### src/rtl/regfile_writeback.sv
`timescale 1ns/1ps
// regfile_writeback: 2-read/1-write register file with a write-first bypass
// and a per-register busy scoreboard that stalls decode on pending producers.
module regfile_writeback #(
  parameter int DATAWIDTH = 32,
  parameter int ADDRWIDTH = 5
) (
  input  logic                 clk,
  input  logic                 rstn,
  input  logic                 writeen,
  input  logic [ADDRWIDTH-1:0] writereg,
  input  logic [DATAWIDTH-1:0] writedata,
  input  logic                 issueen,
  input  logic [ADDRWIDTH-1:0] issuereg,
  input  logic [ADDRWIDTH-1:0] readreg1,
  input  logic [ADDRWIDTH-1:0] readreg2,
  output logic [DATAWIDTH-1:0] readdata1,
  output logic [DATAWIDTH-1:0] readdata2,
  output logic                 stall,
  output logic [ADDRWIDTH:0]   busycount
);

  localparam int NREGS = 2 ** ADDRWIDTH;
  localparam logic [ADDRWIDTH:0] CNT_ONE = 1;

  logic [DATAWIDTH-1:0] regs [NREGS];
  logic [NREGS-1:0]     busy;
  logic [NREGS-1:0]     busy_next;
  logic [NREGS-1:0]     wr_hot;
  logic [NREGS-1:0]     iss_hot;
  logic                 wr_v;
  logic                 iss_v;
  logic                 cnt_inc;
  logic                 cnt_dec;
  logic                 stall1;
  logic                 stall2;

  // The bypass is gated by rstn so that reads show 0 while reset is held.
  assign wr_v  = writeen && rstn && (writereg != '0);
  assign iss_v = issueen && (issuereg != '0);

  always_comb begin
    wr_hot  = '0;
    iss_hot = '0;
    for (int i = 1; i < NREGS; i++) begin
      wr_hot[i]  = wr_v  && (writereg == ADDRWIDTH'(i));
      iss_hot[i] = iss_v && (issuereg == ADDRWIDTH'(i));
    end
  end

  // Issue is applied after the clear so a same-register issue leaves it busy.
  assign busy_next = (busy & ~wr_hot) | iss_hot;
  assign cnt_inc   = iss_v && !busy[issuereg];
  assign cnt_dec   = wr_v && busy[writereg] && !(iss_v && (issuereg == writereg));

  always_ff @(posedge clk or negedge rstn) begin
    if (!rstn) begin
      for (int i = 0; i < NREGS; i++) regs[i] <= '0;
      busy      <= '0;
      busycount <= '0;
    end else begin
      for (int i = 1; i < NREGS; i++) begin
        if (wr_hot[i]) regs[i] <= writedata;
      end
      busy <= busy_next;
      if (cnt_inc && !cnt_dec)
        busycount <= busycount + CNT_ONE;
      else if (cnt_dec && !cnt_inc)
        busycount <= busycount - CNT_ONE;
    end
  end

  always_comb begin
    readdata1 = regs[readreg1];
    readdata2 = regs[readreg2];
    if (wr_v && (writereg == readreg1)) readdata1 = writedata;
    if (wr_v && (writereg == readreg2)) readdata2 = writedata;
  end

  assign stall1 = (readreg1 != '0) && busy[readreg1] && !(wr_v && (writereg == readreg1));
  assign stall2 = (readreg2 != '0) && busy[readreg2] && !(wr_v && (writereg == readreg2));
  assign stall  = stall1 || stall2;

endmodule

### config.mk
export PLATFORM = sky130hd
export DESIGN_NAME = regfile_writeback
export DESIGN_NICKNAME = d
export VERILOG_FILES = /design/src/rtl/regfile_writeback.sv
export SDC_FILE = /design/constraint.sdc
export NUM_CORES = 2
export LEC_CHECK = 0
export CORE_ASPECT_RATIO = 0.8
export CORE_MARGIN = 3
export CORE_UTILIZATION = 35
export DETAILED_ROUTE_END_ITERATION = 8
export DONT_BUFFER_PORTS = 1
export MAX_ROUTING_LAYER = met4
export SLEW_MARGIN = 10
export SYNTH_ARGS = -nofsm -noshare
export SYNTH_HDL_FRONTEND = slang
export SYNTH_SLANG_ARGS = --single-unit
### constraint.sdc
create_clock -name clk -period 4.7 [get_ports clk]
set_input_delay 1.41 -clock clk [delete_from_list [all_inputs] [get_ports clk]]
set_output_delay 1.41 -clock clk [all_outputs]
set_load 0.03 [all_outputs]
==> flow_metrics.py <==
metrics = {
    "run_status": {
        "status": "finished, violations left",
        "violations": "negative setup slack",
    },
    "yosys": {
        "ys_seq_elements": 1029,
        "synth_top_family_by_area": "multiplexers",
        "yosysUniqueCellTypes": 60,
        "ys_top_cells_by_count": "mux2_2, dfrtp_1, mux4_2",
        "synthMuxAreaShare": 0.4157,
        "yosys.area.top_type": "dfrtp_1",
        "syn_inst": 3930,
        "syn_area_um2": 56350,
        "yosysWarnings": 32,
        "yosys.area_share.adder": 0.001465,
        "synth_xor_area_frac": 0.003109,
        "ys.flop_type": "dfrtp_1",
        "synth_compound_area_frac": 0.06068,
        "synth_most_common_cell": "mux2_2",
        "yosys.area_share.simple": 0.02276,
        "avgSynthCellArea_um2": 14.34,
        "seq_area_frac_synth": 0.4570,
        "synthesis.nets": 3992,
        "synth.area.top_cells": "dfrtp_1, mux2_2, mux4_2",
        "yosys.area.top_type_share": 0.4570,
        "async_reset_ff_frac": 1.000,
        "synth_edf_count": 0,
    },
    "pwr": {
        "p_leak_nw": 27.51,
        "power.density_nw_per_um2": 377.9,
        "peakVddDrop_v": 0.0002840,
    },
    "floorplan": {
        "die_h_um": 364.9,
        "core_um2": 159600,
        "chipWidth_um": 454.6,
        "fp-row-count": 131,
        "die-area_um2": 165900,
        "start_util": 0.3530,
        "ioPinCount": 127,
    },
    "clocking": {
        "cts_made_buffers": 110,
        "ctsHoldBuffers": 0,
        "root_buffer": "clkbuf_16",
        "cts_tree": "built",
        "path_clk_slew_ps": 60,
        "ctsHtreeMaxLevel": 3,
        "cts_sinks": 1029,
        "clk_latency_ps": 740,
        "cts_buffer_depth": 3,
    },
    "global_routing": {
        "first_global_vias": 37422,
        "grt_pass1_wl_um": 262500,
        "grt_util_all_layers": 0.2181,
        "grt_overflow": 0,
        "grt_max_degree": 329,
        "grt_antenna_before_repair": 1,
    },
    "finish": {
        "antenna_cells": 0,
        "num-nets-final": 3894,
        "final_util": 0.3985,
        "drive_above_1_share": 0.5260,
        "area_growth_pct": 12.91,
    },
    "critical_path": {
        "rrSetupSlack_ps": 1250,
        "critPathLaunchType": "input pin",
        "endpoint_kind": "primary output",
        "critPathKind": "in -> out",
        "critPathArrivalTime_ps": 3960,
        "worstPathMaxFanout": 237,
        "crit_required_ps": 3290,
    },
    "timing": {
        "hold_viol": 0,
        "setup_viol": 65,
        "rsz0062_at_grt": "yes",
        "relSlewSlack": 0.02051,
        "finalCritPeriodShare": 1.142,
        "fin_setup_tns_ps": -25110,
        "fmax_mhz": 186.3,
        "worst_slew_pin_slew_ps": 1469,
        "period_minus_slack_ps": 5368,
        "fin_worst_skew_ps": 19.45,
        "setup_ws_ps": -668.2,
        "slew_viol_final": 0,
    },
    "min_path": {
        "hp-class": "in -> async",
    },
    "job": {
        "cap_violations": 0,
    },
    "drt": {
        "via_per_inst": 6.037,
        "vias": 36513,
        "drt-pass1-iter-count": 5,
        "drtAntennaViolNets": 0,
        "remaining_drc_errors": 0,
        "drtIter0Drc": 3144,
        "wire_per_inst_um": 29.26,
        "wl_um": 177000,
    },
    "placement": {
        "hpwlAfterDp_um": 99980,
        "place_congestion": 0.7999,
        "io_buffers": 0,
    },
}
==> state kept, by name, indices dropped and copies added, names as in the netlist <==
register   cells
busycount      6
busy          31
regs         992
==> cell usage in the layout (no fill, tap or decap), types with 9 or more instances in the layout <==
master,instances
mux2_2,1146
dfrtp_1,1029
mux4_2,405
buf_4,164
clkbuf_16,112
mux2i_1,103
nand2_1,102
a21oi_1,68
a22oi_1,66
o221ai_1,61
o22ai_1,46
a221oi_1,41
nor2_1,34
a22o_1,33
buf_12,33
inv_1,32
o21ai_1,31
a221o_1,30
nor3_1,26
nor2_4,26
clkbuf_1,25
a221oi_2,23
o21ai_0,22
clkbuf_8,22
clkinv_2,21
mux4_1,14
a31oi_4,12
nand3_1,11
nor2b_1,11
buf_6,11
xnor2_1,10
a31oi_2,10
xor2_1,9
nor3_2,9
a31oi_1,9
bufinv_16,9
==> final timing paths <==
path / end / startpoint / depth (start not counted)
min reg2reg: regs[478] / regs[478] / 2
max: readdata1[4] / readreg1[0] / 9
max in group asynchronous: regs[134] / rstn / 4
min: regs[536] / rstn / 0
max reg2reg: busycount[5] / busy[8] / 11
min in group clk: regs[478] / regs[478] / 2
==> per-layer routing <==
| metal | track usage | share of wire | vias up |
|---|---|---|---|
| met2 | 0.3402 | 0.47 | 1193 |
| met1 | 0.2962 | 0.45 | 19933 |
| met3 | 0.03388 | 0.055 | 320 |
| met5 | - | 0 | - |
| li1 | - | - | 15067 |
| met4 | 0.06064 | 0.029 | 0 |
==> critical path, cell delays in order <==
cell,delay [ps]
and2b_4,710
buf_12,180
a221oi_2,80
nor3_1,210
buf_4,160
a221oi_1,40
buf_4,160
a31oi_4,230
buf_4,200
==> cell families after synthesis <==
logic type | count (synthesis)
adders and majority gates | 6
AOI/OAI and AO/OA | 471
DFF | 1029
and+or+nand+nor | 275
buffers and inverters | 461
muxes | 1668
xor gates and xnor gates | 20
==> repair_timing <==
| item | 4_1_cts | 5_1_grt |
|---|---|---|
| pin swaps | 2 | 18 |
| setup endpoints to repair | 65 | 29 |
| cloned | 3 | 1 |
| resized for setup | 22 | 67 |
| buffers inserted | 0 | 0 |
==> layout make-up <==
| cell class | count | area [um2] |
|---|---|---|
| Fill cell | 14751 | 96020 |
| Multi-Input combinational cell | 2440 | 29100 |
| Sequential cell | 1029 | 25750 |
| Clock buffer | 158 | 3174 |
| Tap cell | 2128 | 2663 |
| Timing Repair Buffer | 218 | 2303 |
| Clock inverter | 42 | 509.2 |
| Inverter | 33 | 123.9 |
==> report_power, final <==
part / leakage (nW) / internal, mW / switching, mW
Clock: 1.80 / 5.18 / 3.81
Combinational: 12.1 / 2.52 / 1.53
Sequential: 13.6 / 10.1 / 0.948
==> through the flow <==
step	std cells	hold slack [ps]	setup WS (ps)	power (mW)	instance area [um2]
2_1_floorplan	3930	460.9	14.28	14.20	56350
3_3_place_gp	5838	479.1	-692.7	14.78	59130
3_5_place_dp	5843	493.5	-1137	15.09	59270
4_1_cts	6046	320.5	4.579	24.16	63200
5_1_grt	6048	334.4	-419.1	25.07	63620
6_report	6048	376.3	-668.2	24.05	63620
(Power assumes the default switching activity.)
